**src/rtl/fetch_queue.sv**
```systemverilog
// Instruction prefetch queue. Each entry holds {inst, origaddr}. A pushed word reaches the head one cycle later.
// Downstream stall_i holds the head. stall_o throttles ifetch early enough to absorb in-flight imem reads.
module fetch_queue #(
  parameter int WORD       = 32,
  parameter int ADDR       = 16,
  parameter int DEPTH      = 4,
  parameter int SKID       = 2,
  parameter int FLUSH_DROP = 1
) (
  input  logic            clk,
  input  logic            rst,
  input  logic            v_i,
  input  logic [WORD-1:0] inst_i,
  input  logic [ADDR-1:0] origaddr_i,
  output logic            stall_o,
  input  logic            flush_i,
  output logic            v_o,
  output logic [WORD-1:0] inst_o,
  output logic [ADDR-1:0] origaddr_o,
  input  logic            stall_i,
  output logic            ovf_o
);

  localparam int PW = $clog2(DEPTH);
  localparam int CW = PW + 1;
  localparam int DW = (FLUSH_DROP < 1) ? 1 : $clog2(FLUSH_DROP + 1);

  logic [WORD-1:0] inst_mem_q [DEPTH];
  logic [WORD-1:0] inst_mem_d [DEPTH];
  logic [ADDR-1:0] addr_mem_q [DEPTH];
  logic [ADDR-1:0] addr_mem_d [DEPTH];
  logic [PW-1:0]   rd_ptr_q, rd_ptr_d;
  logic [PW-1:0]   wr_ptr_q, wr_ptr_d;
  logic [CW-1:0]   count_q, count_d;
  logic [DW-1:0]   drop_cnt_q, drop_cnt_d;
  logic            ovf_q, ovf_d;

  logic accept, push, pop, ovf_evt;

  assign v_o        = (count_q != '0);
  assign stall_o    = (count_q >= CW'(DEPTH - SKID));
  assign inst_o     = v_o ? inst_mem_q[rd_ptr_q] : '0;
  assign origaddr_o = v_o ? addr_mem_q[rd_ptr_q] : '0;
  assign ovf_o      = ovf_q;

  // A word arriving while drop_cnt is nonzero is a wrong-path read and is never stored.
  assign accept  = v_i & (drop_cnt_q == '0) & ~flush_i;
  assign pop     = v_o & ~stall_i;
  assign push    = accept & ((count_q < CW'(DEPTH)) | pop);
  assign ovf_evt = accept & (count_q == CW'(DEPTH)) & ~pop;

  always_comb begin
    inst_mem_d = inst_mem_q;
    addr_mem_d = addr_mem_q;
    rd_ptr_d   = rd_ptr_q;
    wr_ptr_d   = wr_ptr_q;
    count_d    = count_q;
    drop_cnt_d = drop_cnt_q;
    ovf_d      = ovf_q | ovf_evt;
    if (flush_i) begin
      rd_ptr_d   = '0;
      wr_ptr_d   = '0;
      count_d    = '0;
      drop_cnt_d = DW'(FLUSH_DROP);
    end else begin
      if (push) begin
        inst_mem_d[wr_ptr_q] = inst_i;
        addr_mem_d[wr_ptr_q] = origaddr_i;
        wr_ptr_d             = wr_ptr_q + PW'(1);
      end
      if (pop) begin
        rd_ptr_d = rd_ptr_q + PW'(1);
      end
      count_d = count_q + CW'(push) - CW'(pop);
      if (drop_cnt_q != '0) begin
        drop_cnt_d = drop_cnt_q - DW'(1);
      end
    end
  end

  always_ff @(posedge clk) begin
    if (rst) begin
      rd_ptr_q   <= '0;
      wr_ptr_q   <= '0;
      count_q    <= '0;
      drop_cnt_q <= '0;
      ovf_q      <= 1'b0;
    end else begin
      rd_ptr_q   <= rd_ptr_d;
      wr_ptr_q   <= wr_ptr_d;
      count_q    <= count_d;
      drop_cnt_q <= drop_cnt_d;
      ovf_q      <= ovf_d;
    end
  end

  // Entry storage needs no reset: the head is masked to zero whenever count is zero.
  always_ff @(posedge clk) begin
    inst_mem_q <= inst_mem_d;
    addr_mem_q <= addr_mem_d;
  end

endmodule

```
**config.mk**
```make
export PLATFORM = sky130hd
export DESIGN_NAME = fetch_queue
export DESIGN_NICKNAME = d
export VERILOG_FILES = /design/src/rtl/fetch_queue.sv
export SDC_FILE = /design/constraint.sdc
export NUM_CORES = 1
export LEC_CHECK = 0
export CAP_MARGIN = 20
export CORE_UTILIZATION = 30
export DETAILED_ROUTE_END_ITERATION = 16
export GPL_TIMING_DRIVEN = 1
export SYNTH_ARGS = -nofsm -noshare
export SYNTH_HDL_FRONTEND = slang
export SYNTH_SLANG_ARGS = --single-unit
```
**constraint.sdc**
```tcl
create_clock -name clk -period 5.7 [get_ports clk]
set_input_delay 1.14 -clock clk [delete_from_list [all_inputs] [get_ports clk]]
set_output_delay 1.14 -clock clk [all_outputs]
set_load 0.01 [all_outputs]
```
==> metrics <==
total number of vias 3742; hold-fix buffers at CTS 0; diode count 0; Worst setup SP type register; Clk pin slew, worst setup/hold paths 60 ps; Die Span X 163.3 um; P per Cell Area 324.9 mW/mm^2; TritonCTS Buffers 21; Hold Path End ovf_o; io pins 104; post-cts resize count 0; Ys Warns 0; Worst Setup End Kind primary output; distinct cell type count after synthesis 29; multiplexer area fraction after synthesis 0.1398; Post-Synthesis Cell Area 0.007802 mm^2; Hold Violations, Final 0; Int Pwr 2.610 mW; HP Class reg -> reg; most frequent cells in the layout edfxtp_1 (192), clkdlybuf4s50_1 (103), mux4_2 (48); Setup TNS 0 ps; Worst R2R Path Depth 3; worst hold margin 456.9 ps; Post-Route Skew 7.543 ps; crit share post-route 0.6957; hold depth 2; largest family of logic cells by synthesized area multiplexers; total leakage power 3.083 nW; Max Freq 252.2 MHz; Gate Count Post-Synth 364; compound-cell area share of the yosys netlist 0.007216; Post-CTS Setup Bufs 0; # fillers 2258; port bufs 103; ANT nets after route 0; combinational share of power 0.063; max_slew headroom 0.4306; Switching Fraction 0.1949; Root Driver clkbuf_16; CP required 4560 ps; initial antenna violation count 1; syn nets 425; Yosys reg bits 201; Total GRT Usage 0.1177; DRT Pass-1 Iters 4; Clock Latency Late Sink 490 ps; largest net degree at the start of global routing 52; TritonCTS clock tree done; Die Footprint 0.02666 mm^2; Seq pwr share 0.508; Clock Tree Buf Depth 3; Post-Synth XOR/XNOR Area 0.001123; sw power 0.6320 mW; Initial DRC Count 198; Crit Reg-Reg Endpoint inst_mem_q[85]; crit path max fanout 30; CP Data Arrival Time 2830 ps; Max-cap violations 0; Residual DRC 0; # nets final 545; Post-Synth Adder-Cell Area 0.01379; R2R setup slack 3310 ps; Worst VDD drop 189.8 uV; Routed WL 15360 um; row count 58; crit path kind reg -> out; Hold Startpoint ovf_o; RR Startpoint drop_cnt_q; sequential-to-total area share from yosys stat 0.7620; via/cell ratio 4.519; GP Congestion 0.7147; Simple-Gate Fraction of Synth Area 0.05741; Power, Total 3.242 mW; clk sinks 201; die height 163.3 um; HPWL after DPL 9483 um; Area Growth Syn to Fin 27.89%; commonest non-fill, non-tap cell in the layout edfxtp_1; share of layout cells above drive strength 1 0.1928; Core Area 0.02533 mm^2; status complete, no violations; global route overflow 0; htree depth 1; syn_area_per_cell 21.44 um^2; Max Slew Vio Count 0; Slew @ Worst Pin 854.1 ps; Clk pwr share 0.429; Final setup viols 0; crit path time final 3966 ps; vias in the first global route 3971; unrepaired setup endpoints after global routing false; first-pass GRT wire length 23410 um; Wirelength per Cell 18.54 um; Initial Utilization 0.3081
## synth_stat cells, drive strengths merged
library cell,number,area (um^2)
edfxtp,192,5766
mux4,48,1081
nor2b,45,281.5
buf,11,92.58
dfxtp,9,180.2
inv,8,30.03
ha,7,87.58
clkbuf,6,22.52
and2b,4,30.03
and3,4,25.02
nand2,4,15.01
nor3,4,31.28
o21ai,4,20.02
and2,2,12.51
nand4,2,12.51
nor2,2,7.510
nor3b,2,20.02
or3,2,12.51
a21boi,1,7.510
a21oi,1,5.000
fa,1,20.02
mux2i,1,10.01
o2111ai,1,8.760
o21bai,1,7.510
o31ai,1,7.510
xnor2,1,8.760
## area by class of cell
class / count / area [um^2] / share of cell area
Clock inverter: 12 / 161.4 / 0.01618
Sequential cell: 201 / 5951 / 0.5964
Multi-Input combinational cell: 138 / 1717 / 0.1720
Clock buffer: 25 / 540.5 / 0.05417
Inverter: 8 / 30.03 / 0.003009
Tap cell: 330 / 412.9 / 0.04138
Timing Repair Buffer: 114 / 1166 / 0.1169
## critical path, cell delays in order (launching register included)
cell	delay (ps)
dfxtp_2	700
buf_4	520
mux4_2	280
nor2b_1	230
clkdlybuf4s50_1	580
## cells by family (layout without fill, tap and decap cells)
kind of cell	count (synthesis)	count (layout)
AND/OR/NAND/NOR	71	71
multiplexers	49	49
XOR/XNOR	1	1
flip-flops	201	201
AO/OA/AOI/OAI	9	9
adder cells (fa/ha/maj)	8	8
buffers and inverters	25	159
## how the worst max path moves through the flow
stage,startpoint,end,slack (ps)
after floorplan,flush_i,addr_mem_q[0],2550
after global placement,flush_i,addr_mem_q[28],1890
after detailed placement,flush_i,inst_mem_q[79],1870
after CTS,rd_ptr_q[0],origaddr_o[1],1600
after global routing,rd_ptr_q[1],inst_o[5],1560
final,rd_ptr_q[1],inst_o[5],1730
## flip-flops by register name (all words and copies together) (netlist names)
| register | flops |
|---|---|
| inst_mem_q | 128 |
| addr_mem_q | 64 |
| count_q | 3 |
| rd_ptr_q | 2 |
| wr_ptr_q | 2 |
| drop_cnt_q | 1 |
| ovf_o | 1 |
## through the flow
stage / std cells / utilization / setup WS, ps / cell area, um^2
final: 828 / 0.3940 / 1734 / 9978
after global routing: 828 / 0.3940 / 1561 / 9978
after CTS: 827 / 0.3929 / 1598 / 9951
after detailed placement: 790 / 0.3652 / 1869 / 9249
after global placement: 787 / 0.3630 / 1889 / 9194
after floorplan: 364 / - / 2548 / 7802
## power by group through the flow
stage	Combinational, mW	Clock, mW	Sequential (mW)
after floorplan	0.0854	0	1.68
after global placement	0.200	0	1.68
after detailed placement	0.207	0	1.68
after CTS	0.208	1.43	1.65
after global routing	0.224	1.49	1.65
final	0.206	1.39	1.65
## routing by layer
layer | wire length (um) | share of wire | track usage | vias up
li1 | - | - | - | 1702
met1 | 6419 | 0.42 | 0.1470 | 1892
met2 | 7761 | 0.51 | 0.2059 | 116
met3 | 855 | 0.056 | 0.02438 | 30
met4 | 304 | 0.020 | 0.03144 | 2
met5 | 13 | 0.00085 | 0 | -
Note: power is estimated with default switching activity, not from simulation.
